`config.mk`:
```
export PLATFORM = sky130hd
export DESIGN_NAME = uart_rx_oversample
export DESIGN_NICKNAME = d
export VERILOG_FILES = /design/src/rtl/uart_rx_oversample.sv
export SDC_FILE = /design/constraint.sdc
export NUM_CORES = 1
export LEC_CHECK = 0
export ABC_AREA = 1
export CAP_MARGIN = 15
export CORE_UTILIZATION = 52
export CTS_CLUSTER_DIAMETER = 100
export DETAILED_ROUTE_END_ITERATION = 8
export PLACE_DENSITY = 0.71
export SETUP_SLACK_MARGIN = 0.02
export SLEW_MARGIN = 20
export SYNTH_ARGS = -nofsm -noshare
export SYNTH_HDL_FRONTEND = slang
export SYNTH_SLANG_ARGS = --single-unit
export TNS_END_PERCENT = 100
```
`constraint.sdc`:
```
create_clock -name clk -period 1.55 [get_ports clk]
set_clock_uncertainty 0.1 [all_clocks]
set_input_delay 0.31 -clock clk [delete_from_list [all_inputs] [get_ports clk]]
set_output_delay 0.31 -clock clk [all_outputs]
set_load 0.05 [all_outputs]
```
`src/rtl/uart_rx_oversample.sv`:
```
`default_nettype none
// ============================================================================
// Module   : uart_rx_oversample
// Purpose  : UART receive front end for 8N1, LSB-first, idle-high serial
//            lines. Provides a two-flop input synchronizer, a three-sample
//            majority vote, rejection of false start bits and a framing-error
//            report. Each good byte is presented together with a one-cycle
//            strobe that can drive a FIFO write enable directly.
// Revision : 1.0 - initial release
// ============================================================================
module uart_rx_oversample #(
  parameter int WAIT_DIV = 868              // clocks per bit, must be >= 8
) (
  input  logic       clk,
  input  logic       rst,                   // asynchronous, active high
  input  logic       data_in,               // raw serial line
  output logic [7:0] data_out,              // last good byte received
  output logic       ren,                   // data_out valid strobe
  output logic       busy,                  // frame in progress
  output logic       frame_err              // stop bit sampled low strobe
);

  // --------------------------------------------------------------------------
  // Constants
  // --------------------------------------------------------------------------
  // The counter reads 0 in the first cycle after the start edge is seen, so a
  // bit centre (edge + WAIT_DIV/2 cycles) lines up with count WAIT_DIV/2 - 1.
  localparam logic [15:0] C_SAMPLE_CNT = 16'(WAIT_DIV / 2 - 1);
  localparam logic [15:0] C_LAST_CNT   = 16'(WAIT_DIV - 1);

  localparam logic [2:0] ST_IDLE  = 3'd0;
  localparam logic [2:0] ST_START = 3'd1;
  localparam logic [2:0] ST_DATA  = 3'd2;
  localparam logic [2:0] ST_STOP  = 3'd3;
  localparam logic [2:0] ST_BREAK = 3'd4;

  // --------------------------------------------------------------------------
  // Signals
  // --------------------------------------------------------------------------
  logic        sync_meta;                   // first synchronizer stage
  logic        rx_s;                        // synchronized line
  logic        rx_d1;                       // rx_s delayed one cycle
  logic        rx_d2;                       // rx_s delayed two cycles
  logic        bit_val;                     // majority of the three samples
  logic        sample_pt;                   // this cycle is a bit centre

  logic [2:0]  state;
  logic [15:0] bit_cnt;
  logic [2:0]  bit_idx;
  logic [7:0]  shreg;

  // --------------------------------------------------------------------------
  // Input synchronizer and sample history; reset to the idle (high) level so
  // that leaving reset never looks like a start edge.
  // --------------------------------------------------------------------------
  always_ff @(posedge clk or posedge rst) begin
    if (rst) begin
      sync_meta <= 1'b1;
      rx_s      <= 1'b1;
      rx_d1     <= 1'b1;
      rx_d2     <= 1'b1;
    end else begin
      sync_meta <= data_in;
      rx_s      <= sync_meta;
      rx_d1     <= rx_s;
      rx_d2     <= rx_d1;
    end
  end

  // Majority vote over the current and two previous samples masks a single
  // cycle of noise at the bit centre.
  assign bit_val   = (rx_s & rx_d1) | (rx_s & rx_d2) | (rx_d1 & rx_d2);
  assign sample_pt = (bit_cnt == C_SAMPLE_CNT);

  // Busy covers every state of a frame, including the break wait.
  assign busy      = (state != ST_IDLE);

  // --------------------------------------------------------------------------
  // Bit-period counter: held at zero while idle or waiting out a break, and
  // free-running modulo WAIT_DIV while a frame is being sampled.
  // --------------------------------------------------------------------------
  always_ff @(posedge clk or posedge rst) begin
    if (rst) begin
      bit_cnt <= 16'd0;
    end else if ((state == ST_IDLE) || (state == ST_BREAK)) begin
      bit_cnt <= 16'd0;
    end else if (bit_cnt == C_LAST_CNT) begin
      bit_cnt <= 16'd0;
    end else begin
      bit_cnt <= bit_cnt + 16'd1;
    end
  end

  // --------------------------------------------------------------------------
  // Frame state machine, data shift register and output strobes. The strobes
  // default low every cycle so each one lasts exactly a single clock.
  // --------------------------------------------------------------------------
  always_ff @(posedge clk or posedge rst) begin
    if (rst) begin
      state     <= ST_IDLE;
      bit_idx   <= 3'd0;
      shreg     <= 8'd0;
      data_out  <= 8'd0;
      ren       <= 1'b0;
      frame_err <= 1'b0;
    end else begin
      ren       <= 1'b0;
      frame_err <= 1'b0;
      case (state)
        ST_IDLE: begin
          // First low synchronized sample marks the candidate start edge.
          if (!rx_s) begin
            state <= ST_START;
          end
        end

        ST_START: begin
          // A line that is high again mid start bit was only a glitch.
          if (sample_pt) begin
            if (bit_val) begin
              state <= ST_IDLE;
            end else begin
              state   <= ST_DATA;
              bit_idx <= 3'd0;
            end
          end
        end

        ST_DATA: begin
          // LSB arrives first, so shift right and insert at the top.
          if (sample_pt) begin
            shreg <= {bit_val, shreg[7:1]};
            if (bit_idx == 3'd7) begin
              state <= ST_STOP;
            end else begin
              bit_idx <= bit_idx + 3'd1;
            end
          end
        end

        ST_STOP: begin
          // Returning to idle at the stop-bit centre lets a back-to-back
          // frame's start edge be caught without loss.
          if (sample_pt) begin
            if (bit_val) begin
              data_out <= shreg;
              ren      <= 1'b1;
              state    <= ST_IDLE;
            end else begin
              frame_err <= 1'b1;
              state     <= ST_BREAK;
            end
          end
        end

        ST_BREAK: begin
          // Wait for the line to recover; a low line here is not a start.
          if (rx_s) begin
            state <= ST_IDLE;
          end
        end

        default: begin
          state <= ST_IDLE;
        end
      endcase
    end
  end

endmodule
`default_nettype wire

```
# ---- Word level (Yosys, flattened, before mapping)
# Index checks and enable logic that the tools add are counted.
dict set report op_classes {
  reduce_logical 8
  n_addsub 2
  bitwise 5
  mux 22
  n_eq_ne 15
}
# op count
set op_table {}
lappend op_table {{$mux 3} 11}
lappend op_table {{$mux 16} 2}
lappend op_table {{$add 16x1->16 const B} 1}
lappend op_table {{$eq 16x10->1 const B} 1}
lappend op_table {{$eq 16x9->1 const B} 1}
lappend op_table {{$ne 2x2->1 const B} 8}
lappend op_table {{$pmux 3 s5} 1}
lappend op_table {{$eq 3x2->1 const B} 2}
lappend op_table {{$eq 3x3->1 const B} 2}
lappend op_table {{$mux 1} 6}
lappend op_table {{$pmux 3 s2} 1}
lappend op_table {{$reduce_and 6->1} 1}
lappend op_table {{$reduce_and 5->1} 1}
lappend op_table {{$add 3x1->3 const B} 1}
lappend op_table {{$and 1x1->1} 3}
lappend op_table {{$eq 3x1->1 const B} 1}
lappend op_table {{$logic_not 3->1} 1}
lappend op_table {{$reduce_and 3->1} 1}
lappend op_table {{$reduce_bool 3->1} 1}
lappend op_table {{$mux 2} 1}
lappend op_table {{$or 1x1->1} 2}
lappend op_table {{$reduce_and 2->1} 1}
lappend op_table {{$reduce_bool 2->1} 1}
lappend op_table {{$logic_or 1x1->1} 1}
dict set report word_totals {
  wordCells 63
  input_bits 3
  reg_bits 44
}

# ---- Depth between registers and ports, before layout
dict set report logic_depth {
  depth_word 6
  mapped_depth 10
}

# ---- Worst setup path after synthesis
# No wires, ideal clock.
dict set report synth_path {
  path_type {flip-flop to flip-flop}
  start {reg bit_cnt[1]}
  end {reg data_out[1]}
  required_time_ns 1.331
  stages_incl_launch_ff 11
  setup_ns 0.119
  arrival_ns 1.254
  path_buffers 1
  path_slack_ns 0.077
  cell_sequence {dfrtp_1 > inv_1 > ha_1 > nand3_1 > nor2_4 > nand2_4 > inv_2 > nand2_4 > buf_6 > nand2_2 > o21ai_2}
}
dict set report synth_between {
  elab_chain_cells 2
}
# element line
set synth_lines {}
lappend synth_lines {{start: declaration} 48} ;# logic [15:0] bit_cnt;
lappend synth_lines {{start signal: assignment} 90} ;# bit_cnt <= bit_cnt + 16'd1;
lappend synth_lines {{$eq 16x9->1} 73} ;# assign sample_pt = (bit_cnt == C_SAMPLE_CNT);
lappend synth_lines {{$reduce_and 3->1 (no source line)} n/a}
lappend synth_lines {{end signal: assignment} 146} ;# data_out <= shreg;
lappend synth_lines {{end: declaration} 17} ;# output logic [7:0] data_out,
# No other way between the ends.
# A chain may end at the register's enable or synchronous reset.

# ---- Worst setup path after layout
dict set report layout_path {
  start {reg bit_cnt[0]}
  end {reg bit_cnt[9]}
}
dict set report layout_between {
  elab_chain_cells 3
  word_cells_on_any_way 4
  cone_classes {add/sub (1); eq/ne (1); mux (2)}
}
# element line
set layout_lines {}
lappend layout_lines {{$add 16x1->16 / $eq 16x10->1 (equally long branches)} {90, 87}}
lappend layout_lines {{$mux 16 *} 87} ;# end else if (bit_cnt == C_LAST_CNT) begin
lappend layout_lines {{$mux 16 *} 85} ;# end else if ((state == ST_IDLE) || (state == ST_BREAK)) begin
# Mark *: on every way between the ends. The rest lies on a longest branch, timed or not.

==> impl_metrics.tcl <==
set metrics [dict create \
    setup.worst_path.start_class "flip-flop" \
    netlist.top_cell.by_area "dfrtp_1" \
    synth_ff_type "dfrtp_1" \
    grt_pass1_vias 1528 \
    rows 22 \
    hold_viol 0 \
    synth_edf_count 0 \
    cp_slowest_stage_delay_ps 390 \
    yosysMostFrequentCell "nand2_1" \
    numCtsBuffers 5 \
    clkSinkCount 44 \
    cp_max_fo 7 \
    syn_avg_cell_area_um2 8.83 \
    synthDistinctLibCells 26 \
    die_h_um 65.4 \
    rsz0062_at_grt "true" \
    dp_slack_ps -24.6 \
    insertion_delay_ps 300 \
    p_leak_nw 1.28 \
    grt_usage 0.218 \
    dpl_cell_area_um2 2490 \
    diodes 0 \
    rrSetupSlack_ps 20 \
    p_clk_frac 0.427 \
    ys_seq_area_frac 0.528 \
    cts_max_path_buffers 2 \
    p_switching_w 0.000447 \
    routed_wl_um 4230 \
    hold_slack_ps 246 \
    grt_pass1_wl_um 6860 \
    fill_cells 284 \
    worstSetupPathType "reg -> reg" \
    finalSetupViolCount 0 \
    p_int_w 0.00166 \
    cts_tree "yes" \
    gp_congestion 0.835 \
    grt-ovfl-total 0 \
    setup_ws_ps 24.2 \
    grt_max_degree 45 \
    route.detailed.drc 0 \
    maxCapViolations 0 \
    synth_nets 244 \
    multiInputGateArea_um2 978 \
    max_slew_margin 0.826 \
    slew_violations 0 \
    viasPerCell 5.05 \
    crit_chain "ha_1 > nor3b_1 > nand3_1 > nand2_4 > nor2_1 > o21a_1" \
    dp_hpwl_um 2790 \
    tightest_slew_ps 261 \
    powerDensity_nw_per_um2 748 \
    drive_above_1_share 0.332 \
    worst_path_max_delay_cell "dfrtp_1" \
    netlist_top_cells_count "51 x nand2_1, 40 x dfrtp_1, 35 x nor2_1" \
    portBuffers 13 \
    antenna_left 0 \
    async_flop_share 1.00 \
    p_sw_frac 0.212 \
    fmax_mhz 655 \
    synth_top_area_share 0.478 \
    drt_pass1_iterations 4 \
    seqCellArea_um2 1110 \
    synthTopCellsByArea "dfrtp_1 48%, nand2_1 9.1%, nor2_1 6.3%, dfstp_2 5.0%, inv_1 4.3%" \
    postSynthCellCount 237 \
    ir_drop_v 0.000631 \
    antenna_found_initial 0 \
    cts-hold-fix-buffers 0 \
    nNetsFinal 286 \
    initial_utilization 0.555 \
    cts_max_level 2 \
    synth_seq_cells 44 \
    syn_to_final_growth_pct 34.5 \
    ios 14 \
    clk_pin_slew_ps 90 \
    vias 1655 \
    required_ps 1640 \
    p_seq_frac 0.551 \
    end_kind "flip-flop" \
    combinationalPowerShare 0.022 \
    drt-initial-drc-count 88 \
    power.total_w 0.00211 \
    synthesis.area_um2 2090 \
    root_buffer "clkbuf_8" \
    period_share 0.984 \
    min_path_type "in -> async" \
    status "finished clean" \
    ys_warn_count 0 \
    post_drt_wl_per_cell_um 12.9 \
    min_period_ps 1530 \
    final_core_util 0.747 \
    fp.dieArea_um2 4280 \
    core-area_um2 3770 \
    die_w_um 65.4 \
    design_area_um2 2820 \
    arrival_ps 1620 \
]
final cells by class:
cell class                 instances  share of cell area
sequential                        44               0.393
inverter                          28              0.0409
tap                               48              0.0213
clock buffer                       5              0.0244
multi-input combinational        164               0.347
clock inverter                     3              0.0164
timing repair buffer              36               0.157
flip-flops by register name, indices dropped and copies added, names as in the netlist, 3 cells and up:
| name | count |
|---|---|
| state | 3 |
| bit_idx | 3 |
| data_out | 8 |
| shreg | 8 |
| bit_cnt | 16 |
cell usage in the layout (no fill, tap or decap), types with 3 or more instances in the layout:
cell,n
clkbuf_8,5
dfrtp_1,40
ha_1,4
inv_2,5
nand3_1,11
nor3_1,3
o21ai_1,8
inv_1,19
nand2_4,7
buf_12,13
o21ai_2,7
nand2_2,12
dfstp_2,4
xor2_1,8
nand2_1,42
nor2_1,33
a21oi_1,4
nor2_4,7
buf_4,20
o21ai_0,5
routing by layer:
layer  part of all wire  track usage  up-vias  wire length [um]
met5                  0            0        -                 0
met4              0.017        0.101        0                74
met3              0.033       0.0434        8               138
met2               0.48        0.339       26              2030
met1               0.47        0.293      782              1990
li1                   -            -      839                 -
cells by family (layout without fill, tap and decap cells):
logic type | Yosys count | after routing | synth area share
flops | 44 | 44 | 0.528
fa+ha+maj | 4 | 4 | 0.0239
buf+inv | 30 | 72 | 0.0610
compound gates | 27 | 27 | 0.0795
simple gates | 123 | 124 | 0.270
xor+xnor | 9 | 9 | 0.0377
timing repair:
item,in CTS,in global routing
gates resized for setup,10,26
buffers inserted,5,5
setup endpoints to repair,16,31
gates cloned,0,1
hold endpoints to repair,0,0
pin swaps,2,5
critical path: cells and delay by family, from the launching register on:
kind | cells | cell delay (ps)
simple gates | 4 | 630
compound gates | 1 | 100
flops | 1 | 390
fa+ha+maj | 1 | 200
final timing paths:
| kind | startpoint | endpoint | depth (start not counted) |
|---|---|---|---|
| setup / recovery | bit_cnt[0] | bit_cnt[9] | 6 |
| hold / removal | rst | shreg[4] | 3 |
| setup reg to reg | bit_cnt[0] | bit_cnt[9] | 6 |
| hold reg to reg | sync_meta | rx_s | 0 |
| max in group asynchronous | rst | sync_meta | 3 |
| min in group clk | sync_meta | rx_s | 0 |
power by group through the flow:
| stage | Combinational (W) | Sequential [W] | Clock, W |
|---|---|---|---|
| 6_report | 0.0000467 | 0.00116 | 0.000899 |
| 5_1_grt | 0.0000539 | 0.00116 | 0.000959 |
| 4_1_cts | 0.0000445 | 0.00116 | 0.000920 |
| 3_5_place_dp | 0.0000441 | 0.00118 | 0 |
| 3_3_place_gp | 0.0000436 | 0.00118 | 0 |
| 2_1_floorplan | 0.0000220 | 0.00118 | 0 |
metrics by stage:
stage / setup TNS, ps / cells
global route: -930 / 328
global placement: 0 / 309
finish: 0 / 328
detailed placement: -66.5 / 309
floorplan: 0 / 237
CTS: -17.0 / 322
Power figures use the tool's default switching activity.
